File: src/rtl/usb_pkg.sv
// usb_pkg: shared types and constants for the USB receive deframer.
//   state_t    - deframer FSM states
//   pid_type_t - PID[1:0] packet class (selects CRC handling)
//   CRC5/CRC16 polynomials, presets and good residuals
package usb_pkg;

    typedef enum logic [2:0] {
        ST_IDLE,
        ST_PID,
        ST_BODY,
        ST_DROP,
        ST_DONE
    } state_t;

    typedef enum logic [1:0] {
        PT_SPECIAL = 2'b00,
        PT_TOKEN   = 2'b01,
        PT_HSHK    = 2'b10,
        PT_DATA    = 2'b11
    } pid_type_t;

    localparam logic [4:0]  CRC5_POLY    = 5'h05;
    localparam logic [4:0]  CRC5_PRESET  = 5'h1F;
    localparam logic [4:0]  CRC5_RESID   = 5'h0C;
    localparam logic [15:0] CRC16_POLY   = 16'h8005;
    localparam logic [15:0] CRC16_PRESET = 16'hFFFF;
    localparam logic [15:0] CRC16_RESID  = 16'h800D;

    // A PID byte carries its check field as the complement of its type field.
    function automatic logic pid_check(input logic [7:0] p);
        return p[3:0] == ~p[7:4];
    endfunction

endpackage

File: src/rtl/usb_rx_deframer_if.sv
// usb_rx_deframer_if: front-end qualifiers in, byte stream and packet status out.
//   slave  - the deframer (consumes line sample/qualifiers, drives bytes/status)
//   master - the environment (drives line sample/qualifiers, observes bytes/status)
interface usb_rx_deframer_if;
    logic        rx_diff_out;
    logic        pid;
    logic        eop;
    logic        error;
    logic [7:0]  rx_data;
    logic        rx_data_valid;
    logic        rx_sop;
    logic        rx_done;
    logic [10:0] byte_cnt;
    logic        crc_ok;
    logic        crc_err;
    logic        pid_err;
    logic        stuff_err;
    logic        align_err;
    logic        ovf_err;

    modport slave (
        input  rx_diff_out, pid, eop, error,
        output rx_data, rx_data_valid, rx_sop, rx_done, byte_cnt,
               crc_ok, crc_err, pid_err, stuff_err, align_err, ovf_err
    );

    modport master (
        output rx_diff_out, pid, eop, error,
        input  rx_data, rx_data_valid, rx_sop, rx_done, byte_cnt,
               crc_ok, crc_err, pid_err, stuff_err, align_err, ovf_err
    );
endinterface

File: src/rtl/usb_rx_crc.sv
// usb_rx_crc: serial receive-side CRC5/CRC16 residual checker.
//   gclk, reset_l - clock, async active-low reset
//   init          - preset the register (both widths share one preset)
//   bit_en        - shift din into the CRC this cycle
//   sel16         - 1: CRC16 (0x8005), 0: CRC5 (x^5+x^2+1) in bits [4:0]
//   din           - received bit
//   res_ok        - register holds the good residual for the selected width
module usb_rx_crc
    import usb_pkg::*;
(
    input  logic gclk,
    input  logic reset_l,
    input  logic init,
    input  logic bit_en,
    input  logic sel16,
    input  logic din,
    output logic res_ok
);

    logic [15:0] crc_q, crc_d;

    always_comb begin
        crc_d = crc_q;
        if (init) begin
            // Low five bits of the CRC16 preset double as the CRC5 preset.
            crc_d = CRC16_PRESET | {11'h0, CRC5_PRESET};
        end else if (bit_en) begin
            if (sel16)
                crc_d = {crc_q[14:0], 1'b0} ^ ((din ^ crc_q[15]) ? CRC16_POLY : 16'h0);
            else
                crc_d = {11'h0, crc_q[3:0], 1'b0} ^
                        ((din ^ crc_q[4]) ? {11'h0, CRC5_POLY} : 16'h0);
        end
    end

    always_ff @(posedge gclk or negedge reset_l) begin
        if (!reset_l) crc_q <= CRC16_PRESET;
        else          crc_q <= crc_d;
    end

    assign res_ok = sel16 ? (crc_q == CRC16_RESID) : (crc_q[4:0] == CRC5_RESID);

endmodule

File: src/rtl/usb_rx_deframer.sv
// usb_rx_deframer: NRZI decode, bit unstuffing, LSB-first byte assembly,
// PID check and CRC residual check for one USB receive lane.
//   gclk, reset_l - one line sample per clock; async active-low reset
//   bus (slave)   - rx_diff_out/pid/eop/error in; rx_data, rx_data_valid,
//                   rx_sop, rx_done, byte_cnt and sticky status out
//   MAX_BYTES     - bytes strobed per packet before ovf_err
module usb_rx_deframer
    import usb_pkg::*;
#(
    parameter int MAX_BYTES = 1027
) (
    input logic              gclk,
    input logic              reset_l,
    usb_rx_deframer_if.slave bus
);

    localparam logic [10:0] MAX_B = 11'(MAX_BYTES);

    state_t      state_q, state_d;
    pid_type_t   ptype_q, ptype_d;
    logic        prev_q, prev_d;
    logic        pid_q, pid_d;
    logic [2:0]  ones_q, ones_d;
    logic [2:0]  bit_cnt_q, bit_cnt_d;
    logic [6:0]  shift_q, shift_d;
    logic [7:0]  rx_data_q, rx_data_d;
    logic        rx_data_valid_q, rx_data_valid_d;
    logic        rx_sop_q, rx_sop_d;
    logic        rx_done_q, rx_done_d;
    logic [10:0] byte_cnt_q, byte_cnt_d;
    logic        chk_q, chk_d;
    logic        crc_ok_q, crc_ok_d;
    logic        crc_err_q, crc_err_d;
    logic        pid_err_q, pid_err_d;
    logic        stuff_err_q, stuff_err_d;
    logic        align_err_q, align_err_d;
    logic        ovf_err_q, ovf_err_d;

    logic       d_bit, pid_rise, take, end_pkt, good;
    logic       crc_init, crc_bit_en, crc_res_ok;
    logic [7:0] byte_nxt;

    assign d_bit    = ~(bus.rx_diff_out ^ prev_q);
    assign pid_rise = bus.pid & ~pid_q;
    assign byte_nxt = {d_bit, shift_q};

    usb_rx_crc u_crc (
        .gclk    (gclk),
        .reset_l (reset_l),
        .init    (crc_init),
        .bit_en  (crc_bit_en),
        .sel16   (ptype_q == PT_DATA),
        .din     (d_bit),
        .res_ok  (crc_res_ok)
    );

    // Packet-class acceptance, evaluated against the final byte count.
    always_comb begin
        good = 1'b0;
        case (ptype_q)
            PT_TOKEN: good = crc_res_ok && (byte_cnt_q == 11'd3);
            PT_DATA:  good = crc_res_ok && (byte_cnt_q >= 11'd3);
            default:  good = (byte_cnt_q == 11'd1);
        endcase
    end

    always_comb begin
        state_d         = state_q;
        ptype_d         = ptype_q;
        prev_d          = prev_q;
        pid_d           = bus.pid;
        ones_d          = ones_q;
        bit_cnt_d       = bit_cnt_q;
        shift_d         = shift_q;
        rx_data_d       = rx_data_q;
        rx_data_valid_d = 1'b0;
        rx_sop_d        = 1'b0;
        rx_done_d       = 1'b0;
        byte_cnt_d      = byte_cnt_q;
        chk_d           = chk_q;
        crc_ok_d        = crc_ok_q;
        crc_err_d       = crc_err_q;
        pid_err_d       = pid_err_q;
        stuff_err_d     = stuff_err_q;
        align_err_d     = align_err_q;
        ovf_err_d       = ovf_err_q;
        crc_init        = 1'b0;
        crc_bit_en      = 1'b0;
        take            = 1'b0;
        end_pkt         = 1'b0;

        if (!bus.eop) prev_d = bus.rx_diff_out;

        case (state_q)
            ST_IDLE: begin
                // The cycle pid rises already carries the first PID bit.
                if (pid_rise && !bus.eop) begin
                    state_d     = ST_PID;
                    rx_sop_d    = 1'b1;
                    crc_init    = 1'b1;
                    byte_cnt_d  = 11'd0;
                    ptype_d     = PT_SPECIAL;
                    chk_d       = 1'b0;
                    crc_ok_d    = 1'b0;
                    crc_err_d   = 1'b0;
                    pid_err_d   = 1'b0;
                    stuff_err_d = 1'b0;
                    align_err_d = 1'b0;
                    ovf_err_d   = 1'b0;
                    take        = 1'b1;
                end
            end
            ST_PID, ST_BODY: begin
                if (bus.eop) begin
                    state_d = ST_DONE;
                    end_pkt = 1'b1;
                end else begin
                    take = 1'b1;
                end
            end
            ST_DROP: begin
                if (bus.eop) begin
                    state_d = ST_DONE;
                    end_pkt = 1'b1;
                end
            end
            ST_DONE: begin
                // ones/bit counters must be zero when IDLE hands over the first bit.
                state_d   = ST_IDLE;
                ones_d    = 3'd0;
                bit_cnt_d = 3'd0;
            end
            default: state_d = ST_IDLE;
        endcase

        if (take) begin
            if (ones_q == 3'd6) begin
                // Six 1s: this bit must be the stuffed 0.
                if (d_bit) begin
                    stuff_err_d = 1'b1;
                    state_d     = ST_DROP;
                end else begin
                    ones_d = 3'd0;
                end
            end else begin
                ones_d     = d_bit ? ones_q + 3'd1 : 3'd0;
                shift_d    = byte_nxt[7:1];
                bit_cnt_d  = bit_cnt_q + 3'd1;
                crc_bit_en = (state_q == ST_BODY);
                if (bit_cnt_q == 3'd7) begin
                    if (byte_cnt_q != 11'h7FF) byte_cnt_d = byte_cnt_q + 11'd1;
                    if (byte_cnt_q >= MAX_B) begin
                        ovf_err_d = 1'b1;
                    end else begin
                        rx_data_d       = byte_nxt;
                        rx_data_valid_d = 1'b1;
                    end
                    if (state_q == ST_PID) begin
                        if (pid_check(byte_nxt) && !bus.error) begin
                            state_d = ST_BODY;
                            ptype_d = pid_type_t'(byte_nxt[1:0]);
                            chk_d   = 1'b1;
                        end else begin
                            pid_err_d = 1'b1;
                            state_d   = ST_DROP;
                        end
                    end
                end
            end
        end

        if (end_pkt) begin
            rx_done_d   = 1'b1;
            align_err_d = align_err_q | (bit_cnt_q != 3'd0);
            crc_ok_d    = chk_q & good &
                          ~(pid_err_q | stuff_err_q | ovf_err_q | align_err_d);
            crc_err_d   = chk_q & ~crc_ok_d;
        end
    end

    always_ff @(posedge gclk or negedge reset_l) begin
        if (!reset_l) begin
            state_q         <= ST_IDLE;
            ptype_q         <= PT_SPECIAL;
            prev_q          <= 1'b1;
            pid_q           <= 1'b0;
            ones_q          <= 3'd0;
            bit_cnt_q       <= 3'd0;
            shift_q         <= 7'h00;
            rx_data_q       <= 8'h00;
            rx_data_valid_q <= 1'b0;
            rx_sop_q        <= 1'b0;
            rx_done_q       <= 1'b0;
            byte_cnt_q      <= 11'd0;
            chk_q           <= 1'b0;
            crc_ok_q        <= 1'b0;
            crc_err_q       <= 1'b0;
            pid_err_q       <= 1'b0;
            stuff_err_q     <= 1'b0;
            align_err_q     <= 1'b0;
            ovf_err_q       <= 1'b0;
        end else begin
            state_q         <= state_d;
            ptype_q         <= ptype_d;
            prev_q          <= prev_d;
            pid_q           <= pid_d;
            ones_q          <= ones_d;
            bit_cnt_q       <= bit_cnt_d;
            shift_q         <= shift_d;
            rx_data_q       <= rx_data_d;
            rx_data_valid_q <= rx_data_valid_d;
            rx_sop_q        <= rx_sop_d;
            rx_done_q       <= rx_done_d;
            byte_cnt_q      <= byte_cnt_d;
            chk_q           <= chk_d;
            crc_ok_q        <= crc_ok_d;
            crc_err_q       <= crc_err_d;
            pid_err_q       <= pid_err_d;
            stuff_err_q     <= stuff_err_d;
            align_err_q     <= align_err_d;
            ovf_err_q       <= ovf_err_d;
        end
    end

    assign bus.rx_data       = rx_data_q;
    assign bus.rx_data_valid = rx_data_valid_q;
    assign bus.rx_sop        = rx_sop_q;
    assign bus.rx_done       = rx_done_q;
    assign bus.byte_cnt      = byte_cnt_q;
    assign bus.crc_ok        = crc_ok_q;
    assign bus.crc_err       = crc_err_q;
    assign bus.pid_err       = pid_err_q;
    assign bus.stuff_err     = stuff_err_q;
    assign bus.align_err     = align_err_q;
    assign bus.ovf_err       = ovf_err_q;

endmodule
File: src/flat_wrapper.sv
// flat-port wrapper written by rule: the top's interface ports become plain ports
module usb_rx_deframer_flat import usb_pkg::*;
#(
    parameter int MAX_BYTES = 1027
)
  (gclk, reset_l, bus_rx_diff_out, bus_pid, bus_eop, bus_error, bus_rx_data, bus_rx_data_valid, bus_rx_sop, bus_rx_done, bus_byte_cnt, bus_crc_ok, bus_crc_err, bus_pid_err, bus_stuff_err, bus_align_err, bus_ovf_err);
  usb_rx_deframer_if bus_i ();
  input logic gclk;
  input logic reset_l;
  input wire logic [$bits(bus_i.rx_diff_out)-1:0] bus_rx_diff_out;
  input wire logic [$bits(bus_i.pid)-1:0] bus_pid;
  input wire logic [$bits(bus_i.eop)-1:0] bus_eop;
  input wire logic [$bits(bus_i.error)-1:0] bus_error;
  output wire logic [$bits(bus_i.rx_data)-1:0] bus_rx_data;
  output wire logic [$bits(bus_i.rx_data_valid)-1:0] bus_rx_data_valid;
  output wire logic [$bits(bus_i.rx_sop)-1:0] bus_rx_sop;
  output wire logic [$bits(bus_i.rx_done)-1:0] bus_rx_done;
  output wire logic [$bits(bus_i.byte_cnt)-1:0] bus_byte_cnt;
  output wire logic [$bits(bus_i.crc_ok)-1:0] bus_crc_ok;
  output wire logic [$bits(bus_i.crc_err)-1:0] bus_crc_err;
  output wire logic [$bits(bus_i.pid_err)-1:0] bus_pid_err;
  output wire logic [$bits(bus_i.stuff_err)-1:0] bus_stuff_err;
  output wire logic [$bits(bus_i.align_err)-1:0] bus_align_err;
  output wire logic [$bits(bus_i.ovf_err)-1:0] bus_ovf_err;
  assign bus_i.rx_diff_out = bus_rx_diff_out;
  assign bus_i.pid = bus_pid;
  assign bus_i.eop = bus_eop;
  assign bus_i.error = bus_error;
  assign bus_rx_data = bus_i.rx_data;
  assign bus_rx_data_valid = bus_i.rx_data_valid;
  assign bus_rx_sop = bus_i.rx_sop;
  assign bus_rx_done = bus_i.rx_done;
  assign bus_byte_cnt = bus_i.byte_cnt;
  assign bus_crc_ok = bus_i.crc_ok;
  assign bus_crc_err = bus_i.crc_err;
  assign bus_pid_err = bus_i.pid_err;
  assign bus_stuff_err = bus_i.stuff_err;
  assign bus_align_err = bus_i.align_err;
  assign bus_ovf_err = bus_i.ovf_err;
  usb_rx_deframer #(.MAX_BYTES(MAX_BYTES)) u_core (.gclk(gclk), .reset_l(reset_l), .bus(bus_i));
endmodule
File: config.mk
export PLATFORM = sky130hd
export DESIGN_NAME = usb_rx_deframer_flat
export DESIGN_NICKNAME = d
export VERILOG_FILES = /design/src/rtl/usb_pkg.sv /design/src/rtl/usb_rx_deframer_if.sv /design/src/rtl/usb_rx_crc.sv /design/src/rtl/usb_rx_deframer.sv /design/src/flat_wrapper.sv
export SDC_FILE = /design/constraint.sdc
export NUM_CORES = 1
export LEC_CHECK = 0
export ABC_AREA = 1
export BUFFER_PORTS_ARGS = -buffer_cell sky130_fd_sc_hd__buf_2
export CAP_MARGIN = 20
export CORE_ASPECT_RATIO = 1.2
export CORE_UTILIZATION = 61
export CTS_BUF_LIST = sky130_fd_sc_hd__clkbuf_2 sky130_fd_sc_hd__clkbuf_4 sky130_fd_sc_hd__clkbuf_8
export CTS_CLUSTER_DIAMETER = 60
export DETAILED_ROUTE_END_ITERATION = 7
export GPL_ROUTABILITY_DRIVEN = 0
export PLACE_DENSITY = 0.81
export RECOVER_POWER = 25
export SLEW_MARGIN = 20
export SYNTH_ARGS = -nofsm -noshare
export SYNTH_HDL_FRONTEND = slang
export SYNTH_SLANG_ARGS = --single-unit
File: constraint.sdc
create_clock -name gclk -period 1.7 [get_ports gclk]
set_input_delay 0.34 -clock gclk [delete_from_list [all_inputs] [get_ports gclk]]
set_output_delay 0.34 -clock gclk [all_outputs]
set_load 0.02 [all_outputs]
==> run_results.csv <==
group,metric,value,unit
worst_setup_path,criticalPathCategory,"flip-flop to flip-flop",
global_route,total_global_route_track_usage,29.9,%
worst_setup_path,worstPathCellList,"or2_1 > nor2_1 > nand2_2 > nand2_4 > buf_6 > nand3_4 > buf_4 > o22ai_1",
job,drv.max_cap_violation_count,1,
worst_setup_path,slowest_delay,0.41,ns
global_route,grt_antenna_before_repair,0,
sta,setup_total_negative_slack,-0.0146,ns
die,die_x,69.4,µm
sta,maxSlewHeadroom,-4.39,%
die,placement_rows,29,
routing,post_drt_wl_per_cell,14.9,µm
global_route,grt_pass1_wl,13500,µm
place,pre_cts_ws,0.00928,ns
sta,final-max-slew-violation-count,66,
synthesis,share_of_the_synthesized_area_in_the_top_cell_type,36.1,%
synthesis,synth_net_count,437,
sta,holdWs,0.113,ns
place,io_buffers,33,
sta,setup_ws,-0.0146,ns
final_layout,seq_area,1650,µm²
synthesis,synth_edf_count,0,
die,die_area,5760,µm²
synthesis,post_synth_num_cell_types,34,
routing,post_detailed_route_drc_marker_count,0,
clocking,clk_latency,0.35,ns
sta,timing.final.setup_violations,1,
sta,final_hold_viol_count,0,
sta,grt_setup_unrepaired,"yes",
global_route,gr-total-overflow,0,
global_route,grt_pass1_vias,2991,
worst_setup_path,critical_path.slowest_cell,"dfrtp_1",
die,fp.coreArea,5260,µm²
routing,post_dr_vias_cell,5.52,
worst_setup_path,critical_path_arrival,1.99,ns
worst_setup_path,crit_fanout,9,
routing,drt_first_iter_violations,305,
final_layout,final_layout_size_suffix_gt1_share,29.3,%
worst_setup_path,worstPathRequired,1.97,ns
synthesis,synth_commonest_cells,"nand2_1 (152), inv_1 (54), dfrtp_1 (48)",
synthesis,yosys.cell_count.top_type,"nand2_1",
pwr,totalPowerFinal,4840,µW
synthesis,postSynthAreaPerCell,7.85,µm²
pwr,max-vdd-ir-drop,951,µV
pwr,power.leakage,0.00224,µW
die,initial_cell_density_of_the_core,63.3,%
die,floorplan.io_pins,34,
synthesis,synthDominantAreaCellType,"dfrtp_1",
min_path,hold_path.class,"primary input to flip-flop",
routing,antenna_left,0,
status,run_status,"complete, but fails checks",
synthesis,syn-cell-area,3330,µm²
clocking,h-tree-depth,3,
sta,max_clock_freq,583,MHz
routing,detailroute.via_count,3092,
die,die_h,82.9,µm
final_layout,area_grow_syn2layout,25.6,%
synthesis,ys_ff_latch,65,
synthesis,synth.area.top_cells,"dfrtp_1 (36%), nand2_1 (17%), dfstp_2 (13%), inv_1 (6.1%), o21ai_0 (4.2%)",
synthesis,netlist_instances,424,
synthesis,postSynth.topFlopCell,"dfrtp_1",
final_layout,multi_input_area,1540,µm²
place,total_instance_count_after_detailed_placement,537,
clocking,cts_inserted_buffers,9,
pwr,powerDensity,1160,nW/µm²
sta,worst-slew-pin-transition,1.57,ns
final_layout,final_nets,506,
final_layout,layout_fillers,327,
routing,totalWireLength,8320,µm
final_layout,instances_no_fill,560,
worst_setup_path,critical_path.startpoint_type,"flip-flop",
synthesis,yosys_warnings,0,
synthesis,asyncSetResetFlopFracSynth,100,%
clocking,max-clock-path-buffers,2,
clocking,numClockSinks,65,
worst_setup_path,crit_path_end_kind,"flip-flop",
synthesis,yosysSeqAreaShare,49.5,%
routing,drt_pre_antenna_iters,5,
sta,timing.final.crit_share,101,%
sta,fin_skew,0.00752,ns
global_route,grt_start_max_net_pins,66,
place,hpwl,5470,µm
status,failed_checks,"max-capacitance violations, max-slew violations, negative setup slack",
clocking,cts_tree,"built",
sta,timing.final.crit_period,1.71,ns
final_layout,number_of_inserted_diodes,0,
clocking,cts.reportedPaths.clkPinSlew,0.08,ns
clocking,clock_tree_root_buffer_cell,"clkbuf_8",
cells in the final DEF (no fill, tap or decap), types with 3 or more instances in the layout:
cell / count
ha_1: 6
nand2_4: 5
inv_1: 50
o21ai_1: 4
inv_2: 3
nand2_1: 139
a21oi_1: 13
xor2_1: 5
o22ai_1: 6
buf_4: 26
nor2_1: 25
nand4_1: 5
nand3_1: 15
dfrtp_1: 48
clkbuf_8: 9
o21ai_0: 23
nor2_2: 5
buf_2: 32
nand2_2: 11
o21ai_2: 9
xnor2_1: 3
dfstp_2: 17
buf_12: 3
nor2_4: 3
buf_6: 4
cell families after synthesis:
group	after synthesis	share of synthesized area [%]
flops	65	49.5
buf+inv	65	8.19
fa+ha+maj	7	2.63
xor+xnor	8	2.10
simple gates	216	26.8
compound gates	63	10.8
state kept, by name, indices dropped and copies added (netlist names), 2 cells and up:
signal,count
u_core.bit_cnt_q,3
u_core.ptype_q,2
u_core.bus.byte_cnt,11
u_core.ones_q,3
u_core.u_crc.crc_q,16
u_core.shift_q,7
u_core.bus.rx_data,8
u_core.state_q,3
cell type report:
class / count / area share (%)
clock buffer: 9 / 2.96
clock inverter: 7 / 2.24
inverter: 56 / 5.44
multi-input combinational: 294 / 36.9
sequential: 65 / 39.4
tap: 62 / 1.85
timing repair buffer: 67 / 11.2
stage by stage:
step           cell area, µm²  utilization [%]
2_1_floorplan            3330                -
3_3_place_gp             3760             71.6
3_5_place_dp             3760             71.6
4_1_cts                  4000             75.9
5_1_grt                  4180             79.5
6_report                 4180             79.5
per-layer routing:
| metal | track usage (%) | share of wire (%) |
|---|---|---|
| met4 | 12.2 | 2.5 |
| met1 | 36.8 | 40 |
| met3 | 7.52 | 5.2 |
| met2 | 50.0 | 52 |
| met5 | 0 | 0 |
power breakdown:
group	switching, µW	internal, µW	total [µW]
Sequential	243	1870	2110
Combinational	782	477	1260
Clock	643	824	1470
Total	1670	3170	4840
final timing paths:
kind | endpoint | slack (ns) | cells after the start | start
worst min-delay path | u_core.pid_q$_DFF_PN0_ | 0.11 | 1 | bus_pid
worst max-delay path | u_core.bus.byte_cnt[1]$_DFF_PN0_ | -0.01 | 8 | u_core.state_q[0]$_DFF_PN0_
max in group asynchronous | u_core.ptype_q[1]$_DFF_PN0_ | 0.32 | 2 | reset_l
min in group asynchronous | u_core.bus.byte_cnt[3]$_DFF_PN0_ | 0.46 | 2 | reset_l
worst min register to register | u_core.u_crc.crc_q[6]$_DFFE_PN1P_ | 0.47 | 2 | u_core.u_crc.crc_q[6]$_DFFE_PN1P_
worst max register to register | u_core.bus.byte_cnt[1]$_DFF_PN0_ | -0.01 | 8 | u_core.state_q[0]$_DFF_PN0_
what timing repair did:
| action | in CTS | in global routing |
|---|---|---|
| endpoints found under the hold margin | 0 | 0 |
| hold buffers | 0 | 0 |
| cloned | 0 | 0 |
| gates resized for setup | 4 | 50 |
| setup endpoints to repair | 11 | 40 |
| pin swaps | 1 | 6 |
| buffers inserted | 0 | 8 |
worst max-delay path: cells and delay by family, from the launching register on:
kind                   cells  cell delay (ns)
and+or+nand+nor            5             0.77
DFF                        1             0.41
buffers and inverters      2             0.30
AOI/OAI and AO/OA          1             0.15
No activity file was read; power rests on OpenSTA's default activity.
